<file path="src/rtl/llr_input_loader.sv">
// llr_input_loader: collects a frame of channel LLRs from a valid/ready stream,
// saturates each one to the stored width and writes the finished 128-entry row
// into the LLR memory in one cycle, then pulses done_o.
// Ports:
//   clk_i, rst_ni        clock, asynchronous active-low reset
//   start_i, n_sel_i     begin a frame (IDLE only); code length 0=32 1=64 2/3=128
//   in_valid_i/ready_o   input beat handshake; in_llr_i lane 0 = lowest index
//   mem_wr_o, mem_addr_o one-cycle row write strobe and constant row address
//   mem_data_o           row buffer, entry i at [i*BITWIDTH_LLRS +: BITWIDTH_LLRS]
//   busy_o, done_o       not-IDLE flag, one-cycle completion pulse
module llr_input_loader #(
    parameter int BITWIDTH_IN      = 8,
    parameter int BITWIDTH_LLRS    = 7,
    parameter int LLRS_PER_BEAT    = 8,
    parameter int BITWIDTH_ADDRESS = 2,
    parameter int ROW_ADDR         = 0
) (
    input  logic                                  clk_i,
    input  logic                                  rst_ni,
    input  logic                                  start_i,
    input  logic [1:0]                            n_sel_i,
    input  logic                                  in_valid_i,
    output logic                                  in_ready_o,
    input  logic [LLRS_PER_BEAT*BITWIDTH_IN-1:0]  in_llr_i,
    output logic                                  mem_wr_o,
    output logic [BITWIDTH_ADDRESS-1:0]           mem_addr_o,
    output logic [128*BITWIDTH_LLRS-1:0]          mem_data_o,
    output logic                                  busy_o,
    output logic                                  done_o
);
    localparam int BEAT_W = LLRS_PER_BEAT * BITWIDTH_LLRS;
    localparam logic [7:0] LAST32  = 8'(32 / LLRS_PER_BEAT - 1);
    localparam logic [7:0] LAST64  = 8'(64 / LLRS_PER_BEAT - 1);
    localparam logic [7:0] LAST128 = 8'(128 / LLRS_PER_BEAT - 1);
    // Symmetric clamp: the most negative stored code is never produced.
    localparam logic signed [BITWIDTH_IN-1:0] MAX_V = BITWIDTH_IN'(2 ** (BITWIDTH_LLRS - 1) - 1);
    localparam logic signed [BITWIDTH_IN-1:0] MIN_V = -MAX_V;

    typedef enum logic [1:0] {IDLE, LOAD, WRITE, DONE} state_t;

    state_t                         state_q;
    logic [7:0]                     cnt_q;
    logic [7:0]                     last_q;
    logic [128*BITWIDTH_LLRS-1:0]   row_q;
    logic [BEAT_W-1:0]              sat_beat;

    function automatic logic [BITWIDTH_LLRS-1:0] sat(input logic signed [BITWIDTH_IN-1:0] x);
        return x > MAX_V ? MAX_V[BITWIDTH_LLRS-1:0] :
               x < MIN_V ? MIN_V[BITWIDTH_LLRS-1:0] : x[BITWIDTH_LLRS-1:0];
    endfunction

    always_comb begin
        sat_beat = '0;
        for (int j = 0; j < LLRS_PER_BEAT; j++)
            sat_beat[j*BITWIDTH_LLRS +: BITWIDTH_LLRS] = sat(in_llr_i[j*BITWIDTH_IN +: BITWIDTH_IN]);
    end

    always_ff @(posedge clk_i or negedge rst_ni) begin
        if (!rst_ni) begin
            state_q <= IDLE;
            cnt_q   <= '0;
            last_q  <= '0;
            row_q   <= '0;
        end else begin
            case (state_q)
                IDLE: if (start_i) begin
                    state_q <= LOAD;
                    cnt_q   <= '0;
                    row_q   <= '0;
                    last_q  <= n_sel_i == 2'd0 ? LAST32 : n_sel_i == 2'd1 ? LAST64 : LAST128;
                end
                LOAD: if (in_valid_i) begin
                    row_q[int'(cnt_q)*BEAT_W +: BEAT_W] <= sat_beat;
                    cnt_q <= cnt_q + 8'd1;
                    if (cnt_q == last_q) state_q <= WRITE;
                end
                WRITE: state_q <= DONE;
                default: state_q <= IDLE;
            endcase
        end
    end

    assign in_ready_o = state_q == LOAD;
    assign mem_wr_o   = state_q == WRITE;
    assign done_o     = state_q == DONE;
    assign busy_o     = state_q != IDLE;
    assign mem_addr_o = BITWIDTH_ADDRESS'(ROW_ADDR);
    assign mem_data_o = row_q;
endmodule

</file>
<file path="config.mk">
export PLATFORM = sky130hd
export DESIGN_NAME = llr_input_loader
export DESIGN_NICKNAME = d
export VERILOG_FILES = /design/src/rtl/llr_input_loader.sv
export SDC_FILE = /design/constraint.sdc
export NUM_CORES = 2
export LEC_CHECK = 0
export CORE_AREA = 2 2 383 385
export DETAILED_ROUTE_END_ITERATION = 12
export DIE_AREA = 0 0 385 387
export PLACE_DENSITY = 0.53
export RECOVER_POWER = 50
export SLEW_MARGIN = 20
export SYNTH_ARGS = -nofsm -noshare
export SYNTH_HDL_FRONTEND = slang
export SYNTH_SLANG_ARGS = --single-unit
</file>
<file path="constraint.sdc">
create_clock -name clk_i -period 12 [get_ports clk_i]
set_input_delay 1.8 -clock clk_i [delete_from_list [all_inputs] [get_ports clk_i]]
set_output_delay 1.8 -clock clk_i [all_outputs]
set_load 0.02 [all_outputs]
</file>
==> run summary <==
The run finished, with violations left. The checks that failed: capacitance limit, slew limit. Dividing the final minimum period by the clock period gives 0.671. The number of buffers between clock root and the deepest sink came out at 3. The relative area change from synthesis to final layout came out at 37.7%.

The aggregate negative setup slack came out at 0 ps. The warning count from the yosys run came out at 0. Entering global routing, the biggest net connects 172 pins. The kind of capture point of the worst setup path is an async pin.

The sequential-to-total area share from yosys stat came out at 0.539. The tree is rooted in a clkbuf_16. The fraction of post-synthesis cell area in the top cell type by area came out at 0.539. The most frequently used flop master after synthesis is dfrtp_1. The worst-case clock skew is 62.6 ps. The biggest area contributor in the post-synthesis netlist is dfrtp_1. Synthesis instantiated 83 different standard cells from the library. The overall routing resource usage came out at 0.314. The number of buffers inserted during clock tree synthesis is 103. On the critical path the largest part of the delay comes from buffers and inverters. The clock drives 909 sinks.

After detailed routing, the average wire length per cell comes to 32.8 um. The total routed wirelength is 241 mm. The post-CTS repair timing setup buffer count is 0. The mean instance size in the synthesized netlist is 9.58 um2. Port buffering added 969 buffers. The via-per-instance ratio came out at 5.68.

The final setup violation count is 0. The delay of the slowest cell on the worst path came out at 3440 ps. The violation count after the first detailed-routing iteration came out at 4,238. The routed design could run at a clock period as short as 8050 ps. The congestion estimate from routability-driven global placement came to 0.979. The number of max-slew violations in the final report came out at 256. The CTS clock-pin slew for the worst setup and hold paths is 60 ps. The final-stage net count came out at 5,445. The tightest min-delay check is of the flop to flop type. TritonCTS built the clock tree. Along the worst path, the maximum fanout reaches 79. The critical path goes through clkbuf_1, clkbuf_1.

The worst setup path is launched from a primary input. The number of antenna violations at the first check in global routing came out at 22. The number of placement rows came out at 140. The remaining design rule violation count is 0. The first TritonRoute pass finished after 6 iterations.

The count of nets left with antenna violations after detail routing came out at 0. The instance count of the mapped netlist is 4,403. The total overflow left after global routing is 0.

The flop and latch count out of synthesis is 909. The number of gates resized after CTS was 0. At the worst endpoint, the arrival time is 8080 ps. The count of boundary I/O pins came out at 972. The die is 387 um tall. The area of the core came out at 145,000 um2. The cell that appears most often on the critical path is clkbuf_1. The highest-delay cell along the critical path is clkbuf_1.

The library cells used most frequently in the layout, excluding fill and tap cells, are dfrtp_1 (908), nand2_1 (738), o21ai_0 (668), dlygate4sd3_1 (509), clkdlybuf4s50_1 (459). The floorplan die area came out at 149,000 um2. The initial utilization of the core area, before any placement, comes to 0.291.

The worst slew margin relative to its limit is -2.32. The number of enable-type register cells in the synthesized netlist is 0. From left edge to right edge, the die measures 385 um. The fraction of registers with async set or reset after synthesis is 1.00. The number of buffers and inverters on the critical path is 2.

The first-pass GRT wire length is 331 mm. The fraction of layout instances using a drive strength above 1 is 0.0784. The number of global-route vias before repair is 40,100. Sorting the synthesized cells by area gives the leading types as dfrtp_1 (54%), o21ai_0 (8.0%), nand2_1 (6.6%), nand3_1 (4.0%), mux2i_1 (2.2%). Based on the critical path, the design can be clocked at up to 124 MHz.

The hold violation total from the final report came out at 0. After synthesis the cells add up to 42,200 um2. At the pin with the least slew margin, the transition time is 4990 ps. The worst setup path is of the primary input to async pin kind.

The data required time of the worst path came out at 12,030 ps. The clock latency of the later-clocked register in the worst-skew pair is 770 ps. The hold-fix buffer count after cts came out at 0.

Leaving out fill and tap cells, the most frequent cell in the layout is dfrtp_1. The final route contains 41,800 vias. The max capacitance violation total came out at 4.

The number of H-tree levels is 3. The half-perimeter wire length of the detailed placement result came out at 183 mm. Setup repair after global routing left no endpoint under its margin.
-- state kept, by name (all words and copies together) (netlist names) --
| register | count |
|---|---|
| mem_data_o | 896 |
| cnt_q | 8 |
| last_q | 3 |
| state_q | 2 |
-- through the flow --
| stage | cell area [um2] | worst slack, ps | hold WS, ps | utilization | std cells |
|---|---|---|---|---|---|
| 2_1_floorplan | 42200 | 7000 | 451 | - | 4404 |
| 3_3_place_gp | 54500 | 5080 | 461 | 0.376 | 7155 |
| 3_5_place_dp | 54500 | 5190 | 465 | 0.376 | 7156 |
| 4_1_cts | 58100 | 5180 | 478 | 0.401 | 7341 |
| 5_1_grt | 58100 | 2780 | 496 | 0.401 | 7343 |
| 6_report | 58100 | 3950 | 471 | 0.401 | 7352 |
-- final cells by class --
cell class | instances | area, um2
clock buffer | 150 | 3050
tap | 1917 | 2400
clock inverter | 35 | 517
multi-input combinational | 3177 | 18400
inverter | 47 | 176
timing repair buffer | 1106 | 10700
sequential | 909 | 22700
fill | 14400 | 86800
antenna | 11 | 27.5
-- cell families after synthesis --
family          Yosys count  share of synthesized area
compound gates         1424                      0.212
fa+ha+maj                62                     0.0180
buf+inv                 318                     0.0298
simple gates           1538                      0.162
mux                     123                     0.0330
flops                   909                      0.539
other cells               1                  0.0000889
xor+xnor                 28                    0.00581
-- layer usage --
metal  vias to the layer above  track usage  wire (um)
met4                        16        0.151      13300
met3                       509       0.0931      23000
met2                      2283        0.492     110000
met1                     21100        0.393      95000
li1                      17900            -          -
met5                         -            0        102
-- cell usage after synthesis (all sizes together) (75+ instances only) --
master,instances
a21oi,140
a22o,76
a22oi,90
clkbuf,206
dfrtp,909
mux2i,94
nand2,739
nand2b,75
nand3,336
nor2,215
o21ai,678
o31ai,86
-- worst min-delay path, delay by kind of cell (launching register included) --
kind	cells	cell delay, ps
AO/OA/AOI/OAI	1	60
flip-flops	1	340
AND/OR/NAND/NOR	1	40
-- final timing paths --
check,start,endpoint,slack [ps],cells after the start
worst max-delay path,rst_ni,mem_data_o[229]$_DFFE_PN0P_,3950,2
worst min-delay path,mem_data_o[190]$_DFFE_PN0P_,mem_data_o[190]$_DFFE_PN0P_,470,2
worst max register to register,cnt_q[0]$_DFFE_PN0P_,mem_data_o[561]$_DFFE_PN0P_,5120,16
worst min register to register,mem_data_o[190]$_DFFE_PN0P_,mem_data_o[190]$_DFFE_PN0P_,470,2
max in group clk_i,cnt_q[0]$_DFFE_PN0P_,mem_data_o[561]$_DFFE_PN0P_,5120,16
min in group asynchronous,rst_ni,mem_data_o[702]$_DFFE_PN0P_,2850,1
Power is left out: the tool's default activity adds up to more than one toggle a clock period on the data nets, which glitch-free logic cannot reach.
